`src/rtl/conv_pkg.sv`:
```
// conv_pkg: shared state encoding and dimension constants for the conv stream feeder
package conv_pkg;
  localparam int DEF_DIM_W = 8;
  localparam int MIN_DIM = 3;
  typedef enum logic [2:0] {IDLE, COEFF, SAMP, ROW, END, GAP, WAITMOD, DONE} feeder_state_t;
endpackage

```
`src/rtl/flex_counter.sv`:
```
// flex_counter: clearable up-counter with programmable rollover value and terminal flag
module flex_counter #(
  parameter int NUM_CNT_BITS = 4
) (
  input  logic                    clk,
  input  logic                    n_rst,
  input  logic                    i_clear,
  input  logic                    i_count_enable,
  input  logic [NUM_CNT_BITS-1:0] i_rollover_val,
  output logic [NUM_CNT_BITS-1:0] o_count,
  output logic                    o_rollover_flag
);
  localparam logic [NUM_CNT_BITS-1:0] L_ONE = {{(NUM_CNT_BITS-1){1'b0}}, 1'b1};
  logic [NUM_CNT_BITS-1:0] r_cnt;
  always_ff @(posedge clk or negedge n_rst)
    if (!n_rst) r_cnt <= '0;
    else if (i_clear) r_cnt <= '0;
    else if (i_count_enable) r_cnt <= o_rollover_flag ? '0 : r_cnt + L_ONE;
  assign o_count = r_cnt;
  assign o_rollover_flag = r_cnt == i_rollover_val;
endmodule

```
`src/rtl/conv_stream_feeder.sv`:
```
// conv_stream_feeder: walks a WxH image as 3-row windows, issuing modwait-paced controller strobes
module conv_stream_feeder import conv_pkg::*; #(
  parameter int DIM_W = DEF_DIM_W
) (
  input  logic               clk,
  input  logic               n_rst,
  input  logic               start,
  input  logic               load_coeffs,
  input  logic [DIM_W-1:0]   img_width,
  input  logic [DIM_W-1:0]   img_height,
  input  logic               modwait,
  input  logic               convolve_en,
  output logic               sample_load_en,
  output logic               new_row,
  output logic               coeff_load_en,
  output logic [DIM_W-1:0]   col_idx,
  output logic [DIM_W-1:0]   row_idx,
  output logic               busy,
  output logic               done,
  output logic               err,
  output logic [2*DIM_W-1:0] conv_count
);
  localparam logic [DIM_W-1:0] L_MIN = DIM_W'(MIN_DIM);
  localparam logic [DIM_W-1:0] L_ONE = DIM_W'(1);
  localparam logic [DIM_W-1:0] L_TWO = DIM_W'(2);
  localparam logic [2*DIM_W-1:0] L_CONV_ONE = (2*DIM_W)'(1);
  feeder_state_t r_state, w_next;
  logic [DIM_W-1:0] r_w, r_h, r_row, w_col;
  logic [2*DIM_W-1:0] r_conv, w_expect;
  logic r_err, r_img, w_col_last, w_bad, w_req, w_accept, w_more_rows, w_col_clr, w_col_en;
  assign w_bad = (img_width < L_MIN) || (img_height < L_MIN);
  assign w_req = (r_state == IDLE) && start && !load_coeffs;
  assign w_accept = w_req && !w_bad;
  assign w_more_rows = r_row < (r_h - L_MIN);
  assign w_expect = {{DIM_W{1'b0}}, r_w - L_TWO} * {{DIM_W{1'b0}}, r_h - L_TWO};
  // WAITMOD is shared by coefficient and image passes; r_img picks the return path
  always_comb begin
    w_next = r_state;
    case (r_state)
      IDLE:              w_next = load_coeffs ? COEFF : w_accept ? SAMP : IDLE;
      COEFF, SAMP, ROW:  w_next = GAP;
      GAP:               w_next = WAITMOD;
      WAITMOD:           w_next = modwait ? WAITMOD : !r_img ? IDLE : !w_col_last ? SAMP
                                  : w_more_rows ? ROW : END;
      END:               w_next = DONE;
      DONE:              w_next = IDLE;
      default:           w_next = IDLE;
    endcase
  end
  assign w_col_clr = w_accept || (r_state == WAITMOD && w_next == ROW);
  assign w_col_en = r_state == WAITMOD && w_next == SAMP;
  flex_counter #(.NUM_CNT_BITS(DIM_W)) u_col (
    .clk(clk),
    .n_rst(n_rst),
    .i_clear(w_col_clr),
    .i_count_enable(w_col_en),
    .i_rollover_val(r_w - L_ONE),
    .o_count(w_col),
    .o_rollover_flag(w_col_last)
  );
  always_ff @(posedge clk or negedge n_rst)
    if (!n_rst) begin
      r_state <= IDLE;
      r_w <= '0;
      r_h <= '0;
      r_row <= '0;
      r_conv <= '0;
      r_err <= 1'b0;
      r_img <= 1'b0;
    end else begin
      r_state <= w_next;
      if (w_accept) begin
        r_w <= img_width;
        r_h <= img_height;
        r_row <= '0;
        r_conv <= '0;
        r_err <= 1'b0;
        r_img <= 1'b1;
      end else begin
        if (w_req && w_bad) r_err <= 1'b1;
        if (r_state == WAITMOD && w_next == ROW) r_row <= r_row + L_ONE;
        if (r_state != IDLE && convolve_en) r_conv <= r_conv + L_CONV_ONE;
        if (r_state == DONE) begin
          r_img <= 1'b0;
          if (r_conv != w_expect) r_err <= 1'b1;
        end
      end
    end
  assign sample_load_en = r_state inside {SAMP, END};
  assign new_row = r_state inside {ROW, END};
  assign coeff_load_en = r_state == COEFF;
  assign col_idx = w_col;
  assign row_idx = r_row;
  assign busy = r_state != IDLE;
  assign done = r_state == DONE;
  assign err = r_err;
  assign conv_count = r_conv;
endmodule
```
`config.mk`:
```
export PLATFORM = sky130hd
export DESIGN_NAME = conv_stream_feeder
export DESIGN_NICKNAME = d
export VERILOG_FILES = /design/src/rtl/conv_pkg.sv /design/src/rtl/flex_counter.sv /design/src/rtl/conv_stream_feeder.sv
export SDC_FILE = /design/constraint.sdc
export NUM_CORES = 1
export LEC_CHECK = 0
export ABC_AREA = 1
export ABC_CLOCK_PERIOD_IN_PS = 5800
export BUFFER_PORTS_ARGS = -buffer_cell sky130_fd_sc_hd__buf_2
export CAP_MARGIN = 20
export CORE_ASPECT_RATIO = 1.4
export CORE_UTILIZATION = 40
export CTS_BUF_LIST = sky130_fd_sc_hd__clkbuf_2
export DETAILED_ROUTE_END_ITERATION = 8
export PLACE_DENSITY = 0.54
export SYNTH_ARGS = -nofsm -noshare
export SYNTH_HDL_FRONTEND = slang
export SYNTH_HIERARCHICAL = 1
export SYNTH_SLANG_ARGS = --single-unit
```
`constraint.sdc`:
```
create_clock -name clk -period 5.8 [get_ports clk]
set_input_delay 1.16 -clock clk [delete_from_list [all_inputs] [get_ports clk]]
set_output_delay 1.16 -clock clk [all_outputs]
set_load 0.02 [all_outputs]
```
==> flow_metrics.py, run 1 <==
metrics = {
    "critical_path": {
        "critPathTopFamily": "adder cells",
        "cp-start-kind": "flop",
        "crit_cells": 24,
        "cp-end-kind": "flop",
        "max_stage_delay_ns": 0.54,
        "path_cells": "inv_1, ha_1, nand2_1, or3_1, xor2_1, inv_1, nand2_1, fa_1, fa_1, fa_1, inv_1, fa_1, ha_1, nand2_1, nor2_1, nand3_1, nand3_1, nand2_1, nand2_1, nand2_1, nor2_1, nand3_1, a21oi_1, nor2_1",
        "worst-path-buf-inv": 3,
        "worst-path-max-fanout": 8,
        "slowest_stage": "dfrtp_1",
        "cp_common_cell": "nand2_1",
        "worstSetupPathType": "reg -> reg",
        "required_ns": 6.21,
        "reg2reg_depth": 24,
        "worstPathArrival_ns": 5.81,
    },
    "sta": {
        "slew_violations": 0,
        "period_needed_ns": 5.40,
        "maxSlewHeadroom_pct": 40.2,
        "whs_ns": 0.591,
        "tightestPinTransition_ns": 0.896,
        "setup_viol": 0,
        "rsz0062_at_grt": "false",
        "setup-tns-final_ns": 0,
        "finalHoldViolCount": 0,
        "fin_crit_sh_pct": 93.1,
        "max_freq_mhz": 185,
        "finClkSkew_ns": 0.0379,
    },
    "clock_network": {
        "ctsLongestPathBuffers": 2,
        "cts_setup_buffers": 0,
        "ctsResizeCount": 0,
        "cts-htree-levels": 2,
        "cts_num_sinks": 53,
        "root_buffer": "clkbuf_2",
        "clk_pin_slew_worst_paths_ns": 0.31,
        "cts_hold_buf": 0,
        "clk_latency_ns": 0.52,
        "cts_tree": "built",
        "cts_buffers": 5,
    },
    "route": {
        "vias": 5110,
        "drtIter0Drc": 235,
        "drc_errors": 0,
        "via_per_inst": 4.78,
        "ant_nets": 0,
        "first_pass_iters": 5,
        "postRouteWirelength_mm": 14.4,
        "wl_per_cell_microns": 13.4,
    },
    "yosys": {
        "synth_cell_types": 37,
        "synth_warnings": 6,
        "synth.avg_cell_area_sq_um": 7.20,
        "ys_ff_latch": 53,
        "synth_area_sq_mm": 0.00589,
        "synth_area_leader_cell": "dfrtp_1",
        "yosys.area.top_type_share_pct": 22.5,
        "ys_seq_area_share_pct": 22.5,
        "synth_cells": 818,
        "netlist_top_cells_area": "dfrtp_1 (23%), nand2_1 (14%), fa_1 (12%)",
        "syn_nets": 928,
    },
    "finish": {
        "final_nets": 989,
        "fill_cells": 1565,
        "most-common-layout-cells": "nand2_1 (212), inv_1 (159), nor2_1 (84)",
        "syn2layout_area_growth_pct": 9.71,
        "drive_above_1_share_pct": 12.3,
        "final_common_cell": "nand2_1",
    },
    "run": {
        "maxCapViolations": 0,
    },
    "global_route": {
        "grt_max_degree": 54,
        "antenna_found_initial": 1,
        "grt.overflow.total": 0,
        "grt_pass1_vias": 4941,
        "grt_usage_pct": 19.7,
        "grt_pass1_wl_mm": 23.9,
    },
    "floorplanning": {
        "die_x_microns": 105,
        "start_util_pct": 40.8,
        "fp.dieArea_sq_mm": 0.0152,
        "num_rows": 52,
        "core_sq_mm": 0.0144,
        "die_y_microns": 146,
        "io_pins": 60,
    },
    "status": {
        "status": "completed",
    },
    "placement": {
        "hpwl_mm": 11.8,
        "port_buffers": 59,
        "gp_congestion": 0.892,
    },
    "min_path": {
        "hold_depth": 2,
        "hold_class": "reg -> reg",
    },
}
==> metrics by stage <==
| step | instance area (sq um) | utilization (%) | setup slack (ns) | cells |
|---|---|---|---|---|
| floorplan | 5890 | - | 0.829 | 818 |
| global placement | 6410 | 44.4 | 0.499 | 1061 |
| detailed placement | 6410 | 44.4 | 0.475 | 1061 |
| CTS | 6450 | 44.7 | 0.416 | 1069 |
| global route | 6460 | 44.7 | 0.0900 | 1070 |
| finish | 6460 | 44.7 | 0.400 | 1070 |
==> synthesized netlist by cell type <==
library cell / number
nor2_8: 1
a211oi_1: 2
a31o_2: 2
a21oi_2: 6
nor4_1: 3
buf_2: 5
a211oi_2: 1
inv_2: 3
nand4_1: 12
nor2_1: 84
inv_1: 159
inv_4: 2
nor2_2: 5
nand2_4: 5
nor3_1: 11
o221a_2: 1
buf_6: 1
xor2_1: 31
dfrtp_1: 53
o22ai_1: 1
nand2_2: 3
fa_1: 36
nor2_4: 5
nand3b_1: 1
nand3_2: 1
ha_1: 52
o31ai_1: 2
xnor2_1: 21
clkbuf_1: 5
nand2_1: 212
nand3_1: 38
or3_1: 1
clkinv_1: 1
o21ai_1: 5
a21oi_1: 20
o21a_1: 3
o21ai_0: 24
==> per-layer routing <==
metal  vias up  GRT usage, %  wire [microns]
met5         -             0               0
met4         0          5.57             223
met3        13          1.84             409
met2        95          35.2            7470
met1      2368          25.0            6250
li1       2634             -               -
==> state kept, by name, indices dropped and copies added (netlist names) <==
name	cells
r_img	1
u_col/o_count	8
row_idx	8
r_h	8
conv_count	16
r_w	8
err	1
r_state	3
==> final timing paths <==
kind	start	slack, ns	endpoint
max reg2reg	r_w[1]	0.40	err
max	r_w[1]	0.40	err
min	r_w[7]	0.59	r_w[7]
max in group asynchronous	n_rst	4.55	conv_count[10]
min in group asynchronous	n_rst	0.70	u_col/o_count[5]
min reg2reg	r_w[7]	0.59	r_w[7]
==> worst reg2reg max path, stage by stage (launching register included) <==
cell,delay [ns]
dfrtp_1,0.54
inv_1,0.25
ha_1,0.27
nand2_1,0.10
or3_1,0.35
xor2_1,0.16
inv_1,0.09
nand2_1,0.07
fa_1,0.51
fa_1,0.45
fa_1,0.54
inv_1,0.05
fa_1,0.47
ha_1,0.36
nand2_1,0.10
nor2_1,0.16
nand3_1,0.13
nand3_1,0.11
nand2_1,0.05
nand2_1,0.07
nand2_1,0.06
nor2_1,0.13
nand3_1,0.09
a21oi_1,0.13
nor2_1,0.05
==> layout make-up <==
cell class	count	area (sq um)	share of cell area (%)
repair buffers	65	340	5.27
flip-flops and latches	53	1330	20.6
inverters	165	624	9.67
clock inverters	3	21.3	0.329
well taps	189	236	3.66
clock buffers	5	25.0	0.387
diodes	1	2.50	0.0387
multi-input cells	589	3880	60.1
==> kinds of logic after synthesis <==
family / count (synthesis) / synth area share, %
flops: 53 / 22.5
fa+ha+maj: 88 / 23.3
xor+xnor: 52 / 7.74
simple gates: 382 / 28.1
buf+inv: 176 / 11.5
compound gates: 67 / 6.76
Power of run 1 is not shown: default switching activity piles up to over one toggle a cycle in this logic, so the estimate is an artifact.
==> run 2: changes to the inputs <==
Settings changed: ABC_AREA 1 to default.
==> run 2 against run 1 <==
Cell count shrank 19%. Non-clock buffer count grew 17. Via count shrank 12%. Cell area shrank 3.0%. Critical endpoint unchanged.
==> flow_metrics.py, run 2 <==
metrics = {
    "sta": {
        "finalHoldViolCount": 0,
        "slew_violations": 0,
        "setup_viol": 0,
        "fin_crit_sh_pct": 95.4,
        "whs_ns": 0.591,
        "max_freq_mhz": 181,
        "period_needed_ns": 5.54,
        "maxSlewHeadroom_pct": 53.2,
        "tightestPinTransition_ns": 0.702,
        "finClkSkew_ns": 0.0146,
    },
    "floorplanning": {
        "start_util_pct": 41.2,
        "num_rows": 50,
        "fp.dieArea_sq_mm": 0.0143,
        "io_pins": 60,
        "die_y_microns": 141,
        "core_sq_mm": 0.0134,
        "die_x_microns": 101,
    },
    "finish": {
        "drive_above_1_share_pct": 16.5,
        "final_nets": 800,
        "largest_reg_flops": 16,
        "syn2layout_area_growth_pct": 13.5,
        "final_common_cell": "inv_1",
        "most-common-layout-cells": "inv_1 (67), buf_2 (59), nor2_1 (58)",
    },
    "global_route": {
        "antenna_found_initial": 1,
        "grt.overflow.total": 0,
        "grt_pass1_wl_mm": 22.7,
        "grt_max_degree": 54,
        "grt_usage_pct": 20.2,
        "grt_pass1_vias": 4567,
    },
    "clock_network": {
        "cts_tree": "built",
        "root_buffer": "clkbuf_2",
        "cts-htree-levels": 2,
        "clk_latency_ns": 0.44,
        "clk_pin_slew_worst_paths_ns": 0.25,
        "ctsLongestPathBuffers": 2,
        "cts_buffers": 5,
        "cts_num_sinks": 53,
    },
    "critical_path": {
        "worst-path-max-fanout": 6,
        "cp-end-kind": "flop",
        "reg2reg_depth": 19,
        "rr_endpoint": "err",
        "cp-start-kind": "flop",
        "r2r_slack_ns": 0.26,
        "required_ns": 6.16,
        "worstSetupPathType": "reg -> reg",
        "timing.rr.start": "r_h[2]",
        "worstPathArrival_ns": 5.90,
    },
    "min_path": {
        "hold_depth": 1,
        "hold_end": "r_img",
        "hold_class": "reg -> reg",
        "worstHoldStart": "r_img",
    },
    "yosys": {
        "async_flop_share_pct": 100,
        "syn_nets": 727,
        "synth_area_leader_cell": "dfrtp_1",
        "synth.avg_cell_area_sq_um": 8.94,
        "synth_area_sq_mm": 0.00552,
        "netlist_top_cells_area": "dfrtp_1 (24%), fa_1 (13%), ha_1 (12%)",
        "ys_ff_latch": 53,
        "yosysMostFrequentCell": "inv_1",
        "yosys.area.top_type_share_pct": 24.0,
        "ys_seq_area_share_pct": 24.0,
        "synth_cell_types": 56,
        "synth_warnings": 6,
        "synth_cells": 617,
        "netlist_top_cells_count": "inv_1 (67), nor2_1 (59), nand2_1 (57)",
        "synth_edf_count": 0,
        "synth-main-ff-cell": "dfrtp_1",
    },
    "route": {
        "routed-wl-met2_mm": 7.15,
        "drc_errors": 0,
        "drtIter0Drc": 208,
        "met1_length_mm": 6.22,
        "wl_per_cell_microns": 15.8,
        "via_per_inst": 5.16,
        "ant_nets": 0,
        "postRouteWirelength_mm": 13.8,
        "vias": 4502,
        "first_pass_iters": 4,
        "met3WireLength_microns": 255,
        "highest_layer": "met4",
    },
    "placement": {
        "gp_congestion": 0.905,
        "hpwl_mm": 11.1,
        "port_buffers": 59,
    },
    "run": {
        "maxCapViolations": 0,
    },
    "status": {
        "status": "completed",
    },
}
-- run 2: cell types whose count changed in the layout (fill, tap and decap cells not counted), moves of 5 or more --
cell,before,now
nand2_4,5,0
inv_1,159,67
a21oi_2,6,0
xnor2_1,21,43
buf_4,6,23
nand2_1,212,57
nor2b_1,0,7
mux2_1,0,11
nand2b_1,0,15
nand3_1,38,8
nor2_1,84,58
and3_1,0,7
a21o_1,0,7
and2_1,0,14
-- run 2: worst max-delay path by stage --
stage	startpoint	endpoint	slack [ns]	cells past startpoint
after floorplan	r_h[1]	err	0.23	20
final	r_h[2]	err	0.26	19
after global routing	r_h[2]	err	-0.02	20
after global placement	r_h[2]	err	0.12	17
after CTS	r_h[2]	err	0.05	17
after detailed placement	r_h[2]	err	-0.12	17
-- run 2: logic make-up after synthesis --
| kind of cell | synth area share, % |
|---|---|
| compound gates | 10.4 |
| fa+ha+maj | 24.9 |
| xor+xnor | 12.2 |
| simple gates | 19.8 |
| flops | 24.0 |
| mux | 2.79 |
| buf+inv | 5.90 |
-- run 2: through the flow --
step           utilization (%)  instances  instance area [sq um]  worst slack, ns  setup TNS (ns)
3_5_place_dp              45.6        860                   6100           -0.118          -0.118
4_1_cts                   46.0        866                   6160           0.0453               0
2_1_floorplan                -        617                   5520            0.227               0
5_1_grt                   46.8        872                   6260          -0.0173         -0.0173
6_report                  46.8        872                   6260            0.264               0
3_3_place_gp              45.6        860                   6100            0.119               0
-- run 2: area by class of cell --
type	count	area, sq um
diodes	1	2.50
clock buffers	5	25.0
clock inverters	1	5.00
fillers	1374	7130
inverters	67	251
multi-input cells	481	3950
flip-flops and latches	53	1330
well taps	182	228
repair buffers	82	468
-- run 2: per-layer routing --
layer / vias to the layer above / track usage (%)
met2: 71 / 35.6
met5: - / 0
met1: 2218 / 26.6
li1: 2202 / -
met4: 0 / 5.26
met3: 11 / 1.39
-- run 2: worst max-delay path, cell delays in order, from the launching register on --
cell and delay (ns):
dfrtp_2 0.48, inv_1 0.11, ha_1 0.21, nor3b_4 0.24
nand2_1 0.12, xnor2_2 0.21, buf_4 0.15, nand2b_1 0.07
fa_1 0.58, fa_1 0.46, fa_1 0.54, inv_1 0.05
fa_1 0.54, ha_2 0.32, nor2b_1 0.15, a311o_1 0.37
a2111oi_2 0.31, o21ai_0 0.14, nor4_1 0.34, nor2_1 0.07
-- run 2: what timing repair did --
| action | CTS | global route |
|---|---|---|
| setup buffers | 0 | 5 |
| gates cloned | 0 | 0 |
| hold buffers | 0 | 0 |
| setup endpoints to repair | 1 | 1 |
| pin swaps | 1 | 5 |
| gates resized for setup | 5 | 12 |
Power of run 2 is left out for the same reason.
